[src/rtl/load_store_ctrl_if.sv]
// ---------------------------------------------------------------------------
// load_store_ctrl_if
//   Data-memory bus between the load/store controller (master) and the
//   data memory (slave).
//
//   Handshake: the master holds exactly one strobe (MemRead or MemWrite)
//   together with Address/WriteData stable until the slave raises mem_ready
//   for one cycle; the access completes on that rising edge. The two strobes
//   are never high together. data is meaningful only while MemRead and
//   mem_ready are both high.
//
//   Signals:
//     Address    master->slave  32  word-aligned byte address
//     WriteData  master->slave  32  full word to write
//     MemRead    master->slave  1   read strobe
//     MemWrite   master->slave  1   write strobe
//     data       slave->master  32  read data, little-endian
//     mem_ready  slave->master  1   current strobe completes this cycle
// ---------------------------------------------------------------------------
interface load_store_ctrl_if;
  logic [31:0] Address;
  logic [31:0] WriteData;
  logic        MemRead;
  logic        MemWrite;
  logic [31:0] data;
  logic        mem_ready;

  modport master (
    output Address, WriteData, MemRead, MemWrite,
    input  data, mem_ready
  );

  modport slave (
    input  Address, WriteData, MemRead, MemWrite,
    output data, mem_ready
  );
endinterface

[src/rtl/load_store_ctrl.sv]
// ---------------------------------------------------------------------------
// load_store_ctrl
//   CPU-side initiator for the data memory. Takes one load/store from the
//   MEM stage, runs the memory access (read-modify-write for byte/half
//   stores, since memory only writes full words), extends load data and
//   stalls the pipeline until the access completes.
//
//   Optional feature macro: MISALIGN_TRAP_EN
//     defined   - misaligned half/word accesses are trapped (misalign_o
//                 pulse, no memory strobe)
//     undefined - low address bits below the access size are forced to 0
//                 and misalign_o is tied 0
//
//   Parameters:
//     TIMEOUT_CYC  max cycles waiting for mem_ready per phase (0 = never)
//     CNT_W        timeout counter width, 2**CNT_W > TIMEOUT_CYC
//
//   Ports:
//     clk_i, rst_i       clock, synchronous active-high reset
//     req_i              request (sampled in IDLE only)
//     memread_i          request is a load
//     memwrite_i         request is a store
//     size_i             00 byte, 01 half, 10 word, 11 illegal
//     unsigned_i         zero-extend loads when 1
//     addr_i, wdata_i    byte address, right-justified store data
//     stall_o            hold pipeline
//     rdata_o            extended load result (holds until next load)
//     rvalid_o           one-cycle pulse: load result valid
//     done_o             one-cycle pulse: access finished OK
//     err_o              one-cycle pulse: illegal request or timeout
//     misalign_o         one-cycle pulse: misaligned access trapped
//     dbg_state_o        current FSM state
//     mem                memory bus, master side
// ---------------------------------------------------------------------------
module load_store_ctrl #(
  parameter int TIMEOUT_CYC = 15,
  parameter int CNT_W       = 4
) (
  input  logic                clk_i,
  input  logic                rst_i,
  input  logic                req_i,
  input  logic                memread_i,
  input  logic                memwrite_i,
  input  logic [1:0]          size_i,
  input  logic                unsigned_i,
  input  logic [31:0]         addr_i,
  input  logic [31:0]         wdata_i,
  output logic                stall_o,
  output logic [31:0]         rdata_o,
  output logic                rvalid_o,
  output logic                done_o,
  output logic                err_o,
  output logic                misalign_o,
  output logic [2:0]          dbg_state_o,
  load_store_ctrl_if.master   mem
);

  typedef enum logic [2:0] {
    S_IDLE = 3'd0,
    S_RD   = 3'd1,
    S_WR   = 3'd2,
    S_DONE = 3'd3,
    S_ERR  = 3'd4
  } state_t;

  // Last count value before a timeout; only meaningful when TIMEOUT_CYC != 0.
  localparam logic [CNT_W-1:0] TO_LAST = CNT_W'(TIMEOUT_CYC - 1);

  state_t            state_q;
  logic [31:0]       addr_q;
  logic [1:0]        off_q;
  logic [1:0]        size_q;
  logic              unsigned_q;
  logic              is_load_q;
  logic [31:0]       sdata_q;
  logic [31:0]       wd_q;
  logic [31:0]       rdata_q;
  logic [CNT_W-1:0]  cnt_q;
  logic              rd_q;
  logic              wr_q;
  logic              done_q;
  logic              rvalid_q;
  logic              err_q;

  logic              bad_req;
  logic [1:0]        eff_off;
  logic [7:0]        lane_b;
  logic [15:0]       lane_h;
  logic [31:0]       ld_val;
  logic [31:0]       merged;
  logic              timeout_hit;

`ifdef MISALIGN_TRAP_EN
  logic              misaligned;
  logic              mis_q;
`endif

  always_comb begin
    // Exactly one of load/store must be requested, and size 11 is illegal.
    bad_req = ~(memread_i ^ memwrite_i) | (size_i == 2'b11);

    // Lane offset with the bits below the access size cleared.
    case (size_i)
      2'b00:   eff_off = addr_i[1:0];
      2'b01:   eff_off = {addr_i[1], 1'b0};
      default: eff_off = 2'b00;
    endcase

    lane_b = mem.data[{off_q, 3'b000} +: 8];
    lane_h = off_q[1] ? mem.data[31:16] : mem.data[15:0];

    case (size_q)
      2'b00:   ld_val = unsigned_q ? {24'd0, lane_b} : {{24{lane_b[7]}}, lane_b};
      2'b01:   ld_val = unsigned_q ? {16'd0, lane_h} : {{16{lane_h[15]}}, lane_h};
      default: ld_val = mem.data;
    endcase

    // Read-modify-write: replace only the addressed lane of the fetched word.
    merged = mem.data;
    case (size_q)
      2'b00: merged[{off_q, 3'b000} +: 8] = sdata_q[7:0];
      2'b01: begin
        if (off_q[1]) merged[31:16] = sdata_q[15:0];
        else          merged[15:0]  = sdata_q[15:0];
      end
      default: merged = sdata_q;
    endcase

    timeout_hit = (TIMEOUT_CYC != 0) && (cnt_q == TO_LAST);

`ifdef MISALIGN_TRAP_EN
    misaligned = ((size_i == 2'b01) && addr_i[0]) ||
                 ((size_i == 2'b10) && (addr_i[1:0] != 2'b00));
`endif
  end

  always_ff @(posedge clk_i) begin
    if (rst_i) begin
      state_q    <= S_IDLE;
      addr_q     <= '0;
      off_q      <= '0;
      size_q     <= '0;
      unsigned_q <= 1'b0;
      is_load_q  <= 1'b0;
      sdata_q    <= '0;
      wd_q       <= '0;
      rdata_q    <= '0;
      cnt_q      <= '0;
      rd_q       <= 1'b0;
      wr_q       <= 1'b0;
      done_q     <= 1'b0;
      rvalid_q   <= 1'b0;
      err_q      <= 1'b0;
`ifdef MISALIGN_TRAP_EN
      mis_q      <= 1'b0;
`endif
    end else begin
      // Status outputs are single-cycle pulses.
      done_q   <= 1'b0;
      rvalid_q <= 1'b0;
      err_q    <= 1'b0;
`ifdef MISALIGN_TRAP_EN
      mis_q    <= 1'b0;
`endif
      case (state_q)
        S_IDLE: begin
          if (req_i) begin
            if (bad_req) begin
              state_q <= S_ERR;
              err_q   <= 1'b1;
            end
`ifdef MISALIGN_TRAP_EN
            else if (misaligned) begin
              state_q <= S_ERR;
              mis_q   <= 1'b1;
            end
`endif
            else begin
              addr_q     <= {addr_i[31:2], 2'b00};
              off_q      <= eff_off;
              size_q     <= size_i;
              unsigned_q <= unsigned_i;
              is_load_q  <= memread_i;
              sdata_q    <= wdata_i;
              cnt_q      <= '0;
              // Loads and sub-word stores both start with a read.
              if (memread_i || (size_i != 2'b10)) begin
                state_q <= S_RD;
                rd_q    <= 1'b1;
              end else begin
                state_q <= S_WR;
                wr_q    <= 1'b1;
                wd_q    <= wdata_i;
              end
            end
          end
        end

        S_RD: begin
          if (mem.mem_ready) begin
            rd_q  <= 1'b0;
            cnt_q <= '0;
            if (is_load_q) begin
              rdata_q  <= ld_val;
              state_q  <= S_DONE;
              done_q   <= 1'b1;
              rvalid_q <= 1'b1;
            end else begin
              wd_q    <= merged;
              wr_q    <= 1'b1;
              state_q <= S_WR;
            end
          end else if (timeout_hit) begin
            rd_q    <= 1'b0;
            state_q <= S_ERR;
            err_q   <= 1'b1;
          end else begin
            cnt_q <= cnt_q + 1'b1;
          end
        end

        S_WR: begin
          if (mem.mem_ready) begin
            wr_q    <= 1'b0;
            state_q <= S_DONE;
            done_q  <= 1'b1;
          end else if (timeout_hit) begin
            wr_q    <= 1'b0;
            state_q <= S_ERR;
            err_q   <= 1'b1;
          end else begin
            cnt_q <= cnt_q + 1'b1;
          end
        end

        S_DONE:  state_q <= S_IDLE;
        S_ERR:   state_q <= S_IDLE;
        default: state_q <= S_IDLE;
      endcase
    end
  end

  assign stall_o       = ((state_q == S_IDLE) && req_i) ||
                         (state_q == S_RD) || (state_q == S_WR);
  assign rdata_o       = rdata_q;
  assign rvalid_o      = rvalid_q;
  assign done_o        = done_q;
  assign err_o         = err_q;
  assign dbg_state_o   = state_q;
  assign mem.Address   = addr_q;
  assign mem.WriteData = wd_q;
  assign mem.MemRead   = rd_q;
  assign mem.MemWrite  = wr_q;

`ifdef MISALIGN_TRAP_EN
  assign misalign_o = mis_q;
`else
  assign misalign_o = 1'b0;
`endif

endmodule

[src/flat_wrapper.sv]
// flat-port wrapper written by rule: the top's interface ports become plain ports
module load_store_ctrl_flat 
#(
  parameter int TIMEOUT_CYC = 15,
  parameter int CNT_W       = 4
)
  (clk_i, rst_i, req_i, memread_i, memwrite_i, size_i, unsigned_i, addr_i, wdata_i, stall_o, rdata_o, rvalid_o, done_o, err_o, misalign_o, dbg_state_o, mem_Address, mem_WriteData, mem_MemRead, mem_MemWrite, mem_data, mem_mem_ready);
  load_store_ctrl_if mem_i ();
  input  logic clk_i;
  input  logic rst_i;
  input  logic req_i;
  input  logic memread_i;
  input  logic memwrite_i;
  input  logic [1:0] size_i;
  input  logic unsigned_i;
  input  logic [31:0] addr_i;
  input  logic [31:0] wdata_i;
  output logic stall_o;
  output logic [31:0] rdata_o;
  output logic rvalid_o;
  output logic done_o;
  output logic err_o;
  output logic misalign_o;
  output logic [2:0] dbg_state_o;
  output wire logic [$bits(mem_i.Address)-1:0] mem_Address;
  output wire logic [$bits(mem_i.WriteData)-1:0] mem_WriteData;
  output wire logic [$bits(mem_i.MemRead)-1:0] mem_MemRead;
  output wire logic [$bits(mem_i.MemWrite)-1:0] mem_MemWrite;
  input wire logic [$bits(mem_i.data)-1:0] mem_data;
  input wire logic [$bits(mem_i.mem_ready)-1:0] mem_mem_ready;
  assign mem_Address = mem_i.Address;
  assign mem_WriteData = mem_i.WriteData;
  assign mem_MemRead = mem_i.MemRead;
  assign mem_MemWrite = mem_i.MemWrite;
  assign mem_i.data = mem_data;
  assign mem_i.mem_ready = mem_mem_ready;
  load_store_ctrl #(.TIMEOUT_CYC(TIMEOUT_CYC), .CNT_W(CNT_W)) u_core (.clk_i(clk_i), .rst_i(rst_i), .req_i(req_i), .memread_i(memread_i), .memwrite_i(memwrite_i), .size_i(size_i), .unsigned_i(unsigned_i), .addr_i(addr_i), .wdata_i(wdata_i), .stall_o(stall_o), .rdata_o(rdata_o), .rvalid_o(rvalid_o), .done_o(done_o), .err_o(err_o), .misalign_o(misalign_o), .dbg_state_o(dbg_state_o), .mem(mem_i));
endmodule
[config.mk]
export PLATFORM = sky130hd
export DESIGN_NAME = load_store_ctrl_flat
export DESIGN_NICKNAME = d
export VERILOG_FILES = /design/src/rtl/load_store_ctrl_if.sv /design/src/rtl/load_store_ctrl.sv /design/src/flat_wrapper.sv
export SDC_FILE = /design/constraint.sdc
export NUM_CORES = 1
export LEC_CHECK = 0
export BUFFER_PORTS_ARGS = -buffer_cell sky130_fd_sc_hd__buf_4
export CORE_ASPECT_RATIO = 2
export CORE_MARGIN = 1.5
export CORE_UTILIZATION = 48
export DETAILED_ROUTE_END_ITERATION = 8
export HOLD_SLACK_MARGIN = 0.15
export PLACE_DENSITY = 0.77
export SETUP_SLACK_MARGIN = 0.3
export SYNTH_ARGS = -nofsm -noshare
export SYNTH_HDL_FRONTEND = slang
export SYNTH_SLANG_ARGS = --single-unit
[constraint.sdc]
create_clock -name clk_i -period 2.8 [get_ports clk_i]
set_input_delay 0.56 -clock clk_i [delete_from_list [all_inputs] [get_ports clk_i]]
set_output_delay 0.56 -clock clk_i [all_outputs]
set_load 0.01 [all_outputs]
* Word-level counts from Yosys, hierarchy flattened
Cells that the tools add are included.
Cells by class: add/sub/neg operators 2, equality and inequality tests 16, shift-type cells 3, multiplexer cells 50, bitwise gates (word level) 5, reductions and logical operators 17
Operators with widths (count):
- $mux 32 | 7
- $pmux 32 s2 | 3
- $mux 16 | 3
- $bwmux 32 | 1
- $shift 8x7->32 const A | 1
- $shiftx 32x6->8 | 1
- $shiftx 8x7->32 | 1
- $mux 4 | 5
- $mux 1 | 18
- $mux 3 | 5
- $ne 2x2->1 const B | 7
- $pmux 4 s3 | 1
- $pmux 3 s3 | 1
- $neg 5->7 | 1
- $reduce_and 7->1 | 1
- $ne 3x2->1 const B | 2
- $pmux 1 s2 | 3
- $reduce_and 3->1 | 2
- $reduce_and 6->1 | 1
- $reduce_and 5->1 | 1
- $add 4x1->4 const B | 1
- $eq 2x1->1 const B | 2
- $eq 4x4->1 const B | 1
- $logic_not 2->1 | 2
- other kinds (17) | 22
Storage, ports and cells: register bits after elaboration 144, input bits 105, output and inout bits 106, logic and storage cells 108

* Logic depth before layout (Yosys ltp)
Gate-level depths: netlist of run 1.
depth in word-level cells 7, mapped depth 10, mapped depth without buffers 6

* Worst setup path after synthesis of run 1
Ideal clock, no wire load.
path type register -> register, start register u_core.off_q[0], end register u_core.wd_q[31] (netlist: u_core.mem.WriteData[31]), setup time 0.092 ns, data arrival time 2.525 ns, required time 2.708 ns, setup slack 0.183 ns, cell stages (with the launch flop) 10, buffers on the path 3, clock period less this slack 2.617 ns, cells stage by stage dfxtp_1 -> clkbuf_1 -> buf_1 -> inv_1 -> ha_1 -> or4b_2 -> clkbuf_1 -> o22ai_1 -> a21oi_1 -> o32ai_1
Between the ends: word-level cells in the longest chain between the ends 7
RTL lines:
- start: declaration | RTL line load_store_ctrl.sv:71 | logic [1:0] off_q;
- start signal: assignment | RTL line load_store_ctrl.sv:180 | off_q <= eff_off;
- $neg 5->7 * | RTL line load_store_ctrl.sv:121 | 2'b00: merged[{off_q, 3'b000} +: 8] = sdata_q[7:0];
- $shiftx 8x7->32 or $shift 8x7->32 (tied branches) | RTL line load_store_ctrl.sv:121
- $bwmux 32 * | RTL line load_store_ctrl.sv:121
- $pmux 32 s2 * | RTL line load_store_ctrl.sv:120 | case (size_q)
- $mux 32 * | RTL line load_store_ctrl.sv:203 | if (is_load_q) begin
- $mux 32 * | RTL line load_store_ctrl.sv:200 | if (mem.mem_ready) begin
- $pmux 32 s2 * | RTL line load_store_ctrl.sv:165 | case (state_q)
- end signal: assignment | RTL line load_store_ctrl.sv:193 | wd_q <= wdata_i;
- end signal: assignment | RTL line load_store_ctrl.sv:209 | wd_q <= merged;
- end: declaration | RTL line load_store_ctrl.sv:76 | logic [31:0] wd_q;
Mark *: on every way between the ends. The rest lies on a longest branch, timed or not. The select of a mux whose other input is x is not followed. A chain may end at the register's enable or synchronous reset.

* Worst setup path after layout of run 1
start register u_core.state_q[1] (netlist: u_core.dbg_state_o[1]), end output port stall_o
Between the ends: word-level cells in the longest chain between the ends 4
RTL lines:
- start: declaration | RTL line load_store_ctrl.sv:69 | state_t state_q;
- start signal: assignment | RTL line load_store_ctrl.sv:139 | state_q <= S_IDLE;
- start signal: assignment | RTL line load_store_ctrl.sv:169 | state_q <= S_ERR;
- start signal: assignment | RTL line load_store_ctrl.sv:188 | state_q <= S_RD;
- $logic_not 3->1 | RTL line load_store_ctrl.sv:243 | assign stall_o = ((state_q == S_IDLE) && req_i) ||
- $logic_and 1x1->1 | RTL line load_store_ctrl.sv:243
- $logic_or 1x1->1 | RTL line load_store_ctrl.sv:243
- $logic_or 1x1->1 * | RTL line load_store_ctrl.sv:244 | (state_q == S_RD) || (state_q == S_WR);
- end: declaration | RTL line flat_wrapper.sv:18 | output logic stall_o;
Mark *: on every way between the ends. The rest lies on a longest branch, timed or not.

==> results of run 1 <==
[per-stage QoR]
| step | std cells | hold WS [ps] |
|---|---|---|
| finish | 1379 | 373 |
| global route | 1379 | 367 |
| CTS | 1379 | 361 |
| detailed placement | 1347 | 445 |
| global placement | 1347 | 442 |
| floorplan | 1000 | 436 |
[layer usage]
metal / part of all wire (%) / up-vias / wire length (um) / track usage (%)
met2: 51 / 412 / 12900 / 53.1
met4: 6.2 / 0 / 1550 / 19.2
li1: - / 3866 / - / -
met1: 35 / 3772 / 8920 / 31.2
met5: 0 / - / 0 / 0
met3: 7.1 / 79 / 1800 / 6.29
[cell families (layout without fill, tap and decap cells)]
group	Yosys count	after routing	share of synthesized area, %
simple gates	334	334	19.3
compound gates	301	301	26.5
buf+inv	167	345	8.63
flops	144	144	37.3
mux	43	43	6.87
fa+ha+maj	7	7	1.13
other cells	1	3	0.0485
xor+xnor	1	1	0.211
[critical path, stage by stage, from the launching register on]
cell,delay [ps]
dfxtp_1,770
nand2_1,200
nand2_1,150
nor2_1,50
buf_4,170
[final cells by class]
cell class / instances / area (um2)
clock inverters: 13 / 153
fillers: 1448 / 5750
well taps: 201 / 251
repair buffers: 239 / 1820
multi-input cells: 689 / 4200
flip-flops and latches: 144 / 2890
inverters: 74 / 278
clock buffers: 19 / 443
[state kept, by name, indices dropped and copies added (netlist names)]
register,cells
u_core.size_q,2
u_core.sdata_q,32
u_core.unsigned_q,1
u_core.off_q,2
u_core.mem.Address,30
u_core.rvalid_o,1
u_core.cnt_q,4
u_core.rdata_o,32
u_core.err_o,1
u_core.mem.WriteData,32
u_core.mem.MemRead,1
u_core.mem.MemWrite,1
u_core.dbg_state_o,3
u_core.done_o,1
u_core.is_load_q,1
[layout by cell type (no fill, tap or decap), types with 3 or more instances in the layout]
master	netlist	final
clkbuf_16	0	17
inv_6	0	4
mux4_2	8	8
nor2b_1	3	3
o2bb2ai_1	7	7
buf_4	4	237
conb_1	1	3
a221o_1	11	11
ha_1	7	7
nand3_1	10	9
o21ai_0	6	6
a31oi_1	4	4
inv_1	72	72
o32ai_2	6	6
clkinv_4	0	3
nand3b_1	3	3
mux2i_1	35	35
o22ai_1	31	31
or3_1	3	3
nand4_1	21	21
nand2_1	207	207
nor2_1	45	45
nor3_1	6	5
o211ai_1	20	20
a211oi_1	25	24
a21o_1	3	3
a221oi_1	4	4
dfxtp_1	144	142
a311oi_1	9	9
a21oi_1	127	127
nand2b_1	20	20
o32ai_1	30	30
[worst max-delay path by stage]
| stage | start | endpoint | cells past startpoint |
|---|---|---|---|
| 6_report | u_core.dbg_state_o[1] | stall_o | 4 |
| 5_1_grt | u_core.dbg_state_o[1] | stall_o | 4 |
| 4_1_cts | u_core.dbg_state_o[1] | stall_o | 4 |
| 3_5_place_dp | size_i[1] | u_core.mem.WriteData[0] | 5 |
| 3_3_place_gp | size_i[1] | u_core.mem.WriteData[1] | 5 |
| 2_1_floorplan | u_core.off_q[1] | u_core.mem.WriteData[31] | 8 |
[where the power goes]
group	internal, mW	total (mW)	switching (mW)
combinational	0.408	0.966	0.558
clock	1.35	2.30	0.948
sequential	2.14	2.23	0.0877
total	3.90	5.50	1.59
==> reports/summary.txt, run 1 <==
Placer Congestion: 1.01
Initial antenna violation count: 0
Routed WL per cell: 18.3 um
Die X: 92.7 um
Pwr/cell area: 548 nW/um2
Hold buffers post-CTS: 0
Initial Util: 49.0%
Post-CTS setup buffer count: 0
Leak pwr: 3.91 nW
Inserted Clock Buffers: 17
First-iteration detailed-routing DRC count: 655
Fmax: 0.430 GHz
Worst-path fanout max: 19
DRT antenna net count: 0
Initial DRT Pass Iterations: 6
Post-DR vias/cell: 5.89
Post-DP Area: 9440 um2
Most used flip-flop cell after synthesis: dfxtp_1
Clk root buf: clkbuf_16
# Max-Cap Violations: 0
Yosys top cell area share: 37.3%
Synth Register Bits: 144
Mean Syn Cell Area: 7.74 um2
Most numerous cell in the Yosys netlist: nand2_1
Final design utilization: 63.6%
CTS clk-pin slew, worst paths: 60 ps
Clk buf depth: 2
Slew Viols, Final: 0
Library cells used by synthesis: 59
Clock Latency Late Sink: 430 ps
Number of global-route vias before repair: 7,807
YS warnings: 0
VDD IR max: 460 uV
Period utilization: 83.0%
Final nets: 1,277
Cells after Synth: 998
Setup TNS: 0 ps
# rows: 65
Hold worst-path end: u_core.mem.Address[28]
Worst r2r src: u_core.dbg_state_o[1]
Most frequent cells after synthesis: nand2_1, dfxtp_1, a21oi_1, inv_1, clkbuf_1
Finish-stage setup viols: 0
Largest net degree at the start of global routing: 82
Worst reg-to-reg setup slack: 540 ps
Worst reg2reg path endpoint: u_core.mem.WriteData[25]
Seq/Total Area, Yosys: 37.3%
Area Overhead vs Synth: 29.8%
Pre-CTS WS: 418 ps
CTS H-tree lvls: 4
CTS sink cnt: 144
Hold Crit Class: primary input to register
Clock skew: 8.62 ps
CTS tree: built
Gr usage total: 29.9%
Setup CP Type: register to output port
Final Worst Setup Slack: 476 ps
Worst-Margin Slew: 1020 ps
Final instance area: 10,000 um2
Vias: 8,129
WP data arrival: 1760 ps
DRC viols: 0
DIE AREA: 16,900 um2
Hold Startpoint: addr_i[28]
Resize count post-CTS: 0
Number of synthesized flops with an enable pin: 0
Layout cells sized above 1: 25.8%
Io pins: 211
Crit. End Element: output port
Post-synth ARST share: 0%
Ant. Diodes: 0
DRT Wirelength: 25,200 um
Synth area leaders: dfxtp_1, nand2_1, a21oi_1, mux2i_1, inv_1
Global route overflow: 0
First-pass GRT wire length: 39,600 um
Die height: 182 um
Total Power: 5.50 mW
Area leader, netlist: dfxtp_1
Cells on Worst Hold Path: 3
R2R depth: 4
Required @ worst endpoint: 2240 ps
Synthesized area: 7730 um2
Outcome: complete, no violations
Critical Path Source Type: register
RSZ-0062 raised after global routing: false
Hpwl dp: 18,600 um
Fin. Hold Viols: 0
Rel. slew slack: 31.2%
IO Port Bufs: 207
Clock period minus worst slack: 2320 ps
Core footprint: 15,800 um2
Power figures use the tool's default switching activity.
==> run 2, diff against run 1 <==
- ABC_AREA: not set -> 1
- clock period: 2.8 -> 2 ns (I/O delays scaled with it)
==> reports/summary.txt, run 2 <==
Outcome: complete, no violations
Initial antenna violation count: 1
Worst reg-to-reg setup slack: 200 ps
Most common cell after layout, fill and taps aside: nand2_1
Setup TNS: 0 ps
Largest stage delay, worst path: 380 ps
Leak pwr: 5.23 nW
Worst-Margin Slew: 637 ps
First-iteration detailed-routing DRC count: 757
Library cells used by synthesis: 33
# rows: 66
Sw frac: 30.8%
YS warnings: 0
Most numerous cell in the Yosys netlist: nand2_1
Fill cells: 1,462
Post-synth ARST share: 0%
Clk root buf: clkbuf_16
# Max-Cap Violations: 0
Placer Congestion: 0.984
Most frequent cells in the layout: nand2_1, buf_4, nor2_1
Worst-path fanout max: 16
Global route overflow: 0
Die height: 185 um
Io pins: 211
Path length in cells of the critical path: 11
Largest net degree at the start of global routing: 87
CTS H-tree lvls: 4
Register area: 2900 um2
CTS sink cnt: 144
Layout cells sized above 1: 27.6%
Int Pwr: 5.78 mW
Die X: 93.8 um
Hold buffers post-CTS: 0
CTS clk-pin slew, worst paths: 60 ps
CP endpoint: u_core.mem.WriteData[17]
P_sw: 2.57 mW
DRT Wirelength: 29,900 um
Critical-path cell with the highest stage delay: dfxtp_4
Most frequent cells after synthesis: nand2_1, nor2_1, dfxtp_1, a21oi_1, o21ai_0
DIE AREA: 17,300 um2
Worst r2r src: u_core.dbg_state_o[1]
Multi-input gate area: 4440 um2
Inserted Clock Buffers: 17
Post-DR vias/cell: 5.59
Number of synthesized flops with an enable pin: 0
Hpwl dp: 19,200 um
Period utilization: 89.8%
Synthesized area: 7920 um2
CTS tree: built
Finish-stage setup viols: 0
Buf/Inv on CP: 5
Slew Viols, Final: 0
Most used flip-flop cell after synthesis: dfxtp_1
First-pass GRT wire length: 41,200 um
Critical Path Source Type: register
CP cell instances: nor2_4 -> buf_4 -> buf_6 -> nand3b_1 -> nand3_2 -> nor2_4 -> buf_12 -> buf_12 -> inv_12 -> nand2_1 -> a21oi_2
Clock share of power: 37.2%
Initial DRT Pass Iterations: 6
Pwr/cell area: 760 nW/um2
RSZ-0062 raised after global routing: true
Seq/Total Area, Yosys: 36.4%
Initial Util: 48.9%
Hold Crit Class: primary input to register
Clock Latency Late Sink: 430 ps
Clock period minus worst slack: 1800 ps
Synth area leaders: dfxtp_1, nand2_1, a21oi_1, o21ai_0, nor2_1
CP startpoint: u_core.dbg_state_o[1]
VDD IR max: 616 uV
Core footprint: 16,200 um2
Number of global-route vias before repair: 8,490
Fin. Hold Viols: 0
DRC viols: 0
Synth Register Bits: 144
Mean Syn Cell Area: 6.39 um2
Fmax: 0.557 GHz
Required @ worst endpoint: 2300 ps
Vias: 9,340
Yosys top cell area share: 36.4%
Hold Startpoint: addr_i[25]
Setup CP Type: register to register
Final nets: 1,568
Worst reg2reg path endpoint: u_core.mem.WriteData[17]
Clk buf depth: 2
Sequential power share: 38.8%
IO Port Bufs: 207
Routed WL per cell: 17.9 um
DRT antenna net count: 0
CP delay by family, top: buffers and inverters
Cells after Synth: 1,239
Area Overhead vs Synth: 38.8%
Rel. slew slack: 57.6%
Crit. End Element: register
Clock skew: 6.42 ps
Logic pwr share: 24.0%
Area leader, netlist: dfxtp_1
Gr usage total: 30.9%
Total Power: 8.35 mW
WP data arrival: 2090 ps
R2R depth: 11
run 2: cell count changes in the layout (fill, tap and decap cells not counted), sizes merged, moves of 20 or more:
cell | before | now
nand2b | 20 | 0
nand2 | 207 | 328
nand3 | 10 | 91
buf | 239 | 263
a211oi | 25 | 0
o32ai | 36 | 0
o21ai | 6 | 123
nor2 | 45 | 165
o22ai | 31 | 8
mux2i | 35 | 0
run 2: power groups by stage:
| stage | logic (mW) | registers [mW] | clock network [mW] |
|---|---|---|---|
| floorplan | 0.961 | 3.30 | 0 |
| global placement | 1.65 | 3.28 | 0 |
| detailed placement | 1.68 | 3.29 | 0 |
| CTS | 1.75 | 3.23 | 3.13 |
| global route | 2.16 | 3.26 | 3.25 |
| finish | 2.01 | 3.24 | 3.11 |
run 2: kinds of logic after synthesis:
kind of cell    Yosys count  synth area share, %
compound gates          290                 19.5
fa+ha+maj                 7                 1.11
other cells               1               0.0474
xor+xnor                  2                0.221
buf+inv                 174                 9.91
simple gates            621                 32.8
flops                   144                 36.4
run 2: final cells by class:
class                      instances  share of cell area, %
inverter                          95                   3.73
clock inverter                    11                   1.06
clock buffer                      19                   4.12
timing repair inverter             3                  0.353
multi-input combinational        924                   40.4
antenna                            1                 0.0228
sequential                       144                   26.4
timing repair buffer             271                   21.6
tap                              204                   2.32
run 2: repair_timing:
item                                    CTS  global route
gates cloned                              2            11
gates resized for setup                  30            64
pin swaps                                 3             7
setup buffers                             6            19
endpoints found under the setup margin   66            87
run 2: worst min-delay path by stage:
stage | end | slack [ps] | cells past startpoint
5_1_grt | u_core.mem.Address[19] | 180 | 3
6_report | u_core.mem.Address[25] | 190 | 3
3_5_place_dp | u_core.mem.MemWrite | 450 | 2
2_1_floorplan | u_core.cnt_q[3] | 470 | 2
4_1_cts | u_core.mem.Address[19] | 190 | 3
3_3_place_gp | u_core.mem.MemWrite | 450 | 2
run 2: through the flow:
step | util [%] | cells | worst slack, ps | area [um2] | hold WS [ps]
final | 67.9 | 1672 | 205 | 11000 | 189
after global placement | 59.5 | 1603 | 209 | 9620 | 450
after floorplan | - | 1241 | 301 | 7970 | 470
after detailed placement | 59.5 | 1603 | 160 | 9620 | 451
after CTS | 64.0 | 1641 | 238 | 10400 | 187
after global routing | 67.9 | 1672 | 159 | 11000 | 184
run 2: worst min-delay path, stage by stage:
cell,delay (ps)
buf_4,80
nor2_1,30
nor2_1,80
run 2: routing by layer:
metal	vias to the layer above	global-route usage [%]	wire (um)
met2	498	54.5	15300
met4	0	23.9	2550
met3	155	6.06	2010
li1	4442	-	-
met1	4245	30.9	10000
met5	-	0	0
==> run 3, diff against run 2 <==
- BUFFER_PORTS_ARGS: -buffer_cell sky130_fd_sc_hd__buf_4 -> -buffer_cell sky130_fd_sc_hd__buf_2
==> reports/summary.txt, run 3 (synthesized netlist as in run 2, its figures left out) <==
Setup CP Type: register to output port
Hpwl dp: 19,300 um
Crit. End Element: output port
Area Overhead vs Synth: 29.4%
Rel. slew slack: 63.4%
Clk buf depth: 2
Finish-stage setup viols: 0
Gr usage total: 31.1%
Fin. Hold Viols: 0
# rows: 66
Fmax: 0.551 GHz
Required @ worst endpoint: 1600 ps
Initial antenna violation count: 0
# Max-Cap Violations: 0
# placed instances: 1,607
Die height: 185 um
Post-DR vias/cell: 5.45
Inserted Clock Buffers: 17
Most common cell after layout, fill and taps aside: nand2_1
R2R depth: 8
Clock skew: 8.85 ps
Layout cells sized above 1: 26.4%
Worst-path fanout max: 3
Placer Congestion: 1.00
Hold Crit Class: primary input to register
Global route overflow: 0
DRT antenna net count: 0
Clk root buf: clkbuf_16
Vias: 9,048
Pwr/cell area: 825 nW/um2
Multi-input gate area: 4400 um2
Largest net degree at the start of global routing: 88
Clock period minus worst slack: 1820 ps
Initial DRT Pass Iterations: 5
Hold Startpoint: addr_i[17]
Critical Path Source Type: register
DRT Wirelength: 28,800 um
Worst hold slack: 183 ps
Routed WL per cell: 17.3 um
Hold worst-path end: u_core.mem.Address[17]
Register area: 2900 um2
Period utilization: 90.8%
Initial Util: 48.9%
Leak pwr: 5.04 nW
First-pass GRT wire length: 41,500 um
DRC viols: 0
Cells on Worst Hold Path: 3
Setup TNS: 0 ps
First-iteration detailed-routing DRC count: 636
Worst-Margin Slew: 549 ps
Die X: 93.8 um
DIE AREA: 17,300 um2
Worst r2r src: u_core.dbg_state_o[1]
Io pins: 211
Most frequent cells in the layout: nand2_1, buf_2, nor2_1
Worst reg-to-reg setup slack: 310 ps
Core footprint: 16,200 um2
VDD IR max: 644 uV
Number of global-route vias before repair: 8,403
IO Port Bufs: 207
Worst reg2reg path endpoint: u_core.rdata_o[1]
Final nets: 1,556
Slew Viols, Final: 0
WP data arrival: 1420 ps
Clock Latency Late Sink: 440 ps
Fill cells: 1,580
RSZ-0062 raised after global routing: true
CTS H-tree lvls: 4
CTS tree: built
Non-filler cells, final: 1,660
CTS sink cnt: 144
CTS clk-pin slew, worst paths: 60 ps
Outcome: complete, no violations
-- run 3: area by class of cell --
cell class	count	share of cell area (%)
multi-input cells	924	42.9
flip-flops and latches	144	28.3
repair buffers	262	16.5
clock buffers	19	4.42
inverters	95	3.75
well taps	204	2.49
clock inverters	11	1.60
diodes	1	0.0244
-- run 3: worst max-delay path: stages (launching register included) --
cell	delay, ps
dfxtp_2	340
nor2_4	160
nand2_4	80
buf_12	130
nand2_4	60
inv_2	40
nand2_2	60
buf_6	100
-- run 3: metrics by stage --
step	worst slack [ps]	cell area, um2	util (%)	power [mW]
finish	185	10200	63.3	8.45
global route	176	10200	63.3	8.76
CTS	228	9960	61.5	8.28
detailed placement	76.2	9150	56.5	4.86
global placement	97.4	9150	56.5	4.84
floorplan	301	7970	-	4.26
-- run 3: how the worst max path moves through the flow --
| stage | startpoint | to | cells after the start |
|---|---|---|---|
| finish | u_core.dbg_state_o[1] | stall_o | 7 |
| global route | u_core.dbg_state_o[1] | stall_o | 7 |
| CTS | u_core.dbg_state_o[2] | stall_o | 7 |
| detailed placement | memread_i | u_core.size_q[1] | 8 |
| global placement | memread_i | u_core.unsigned_q | 8 |
| floorplan | u_core.off_q[1] | u_core.mem.WriteData[20] | 12 |
-- run 3: where the power goes --
part	switching, mW	leakage [nW]	internal, mW
sequential	0.163	1.18	3.07
combinational	1.13	3.57	0.692
clock	1.26	0.300	2.13
total	2.56	5.04	5.89
-- run 3: layer usage --
| layer | share of wire [%] | GRT usage [%] | vias to the layer above |
|---|---|---|---|
| li1 | - | - | 4415 |
| met1 | 36 | 32.2 | 4116 |
| met2 | 51 | 56.1 | 405 |
| met3 | 5.4 | 4.62 | 112 |
| met4 | 7.0 | 21.6 | 0 |
| met5 | 0 | 0 | - |
-- run 3: timing repair --
item	in CTS	in global routing
hold buffers	0	0
endpoints found under the setup margin	101	71
pin swaps	4	3
cloned	2	5
resized for setup	31	39
buffers inserted	7	8
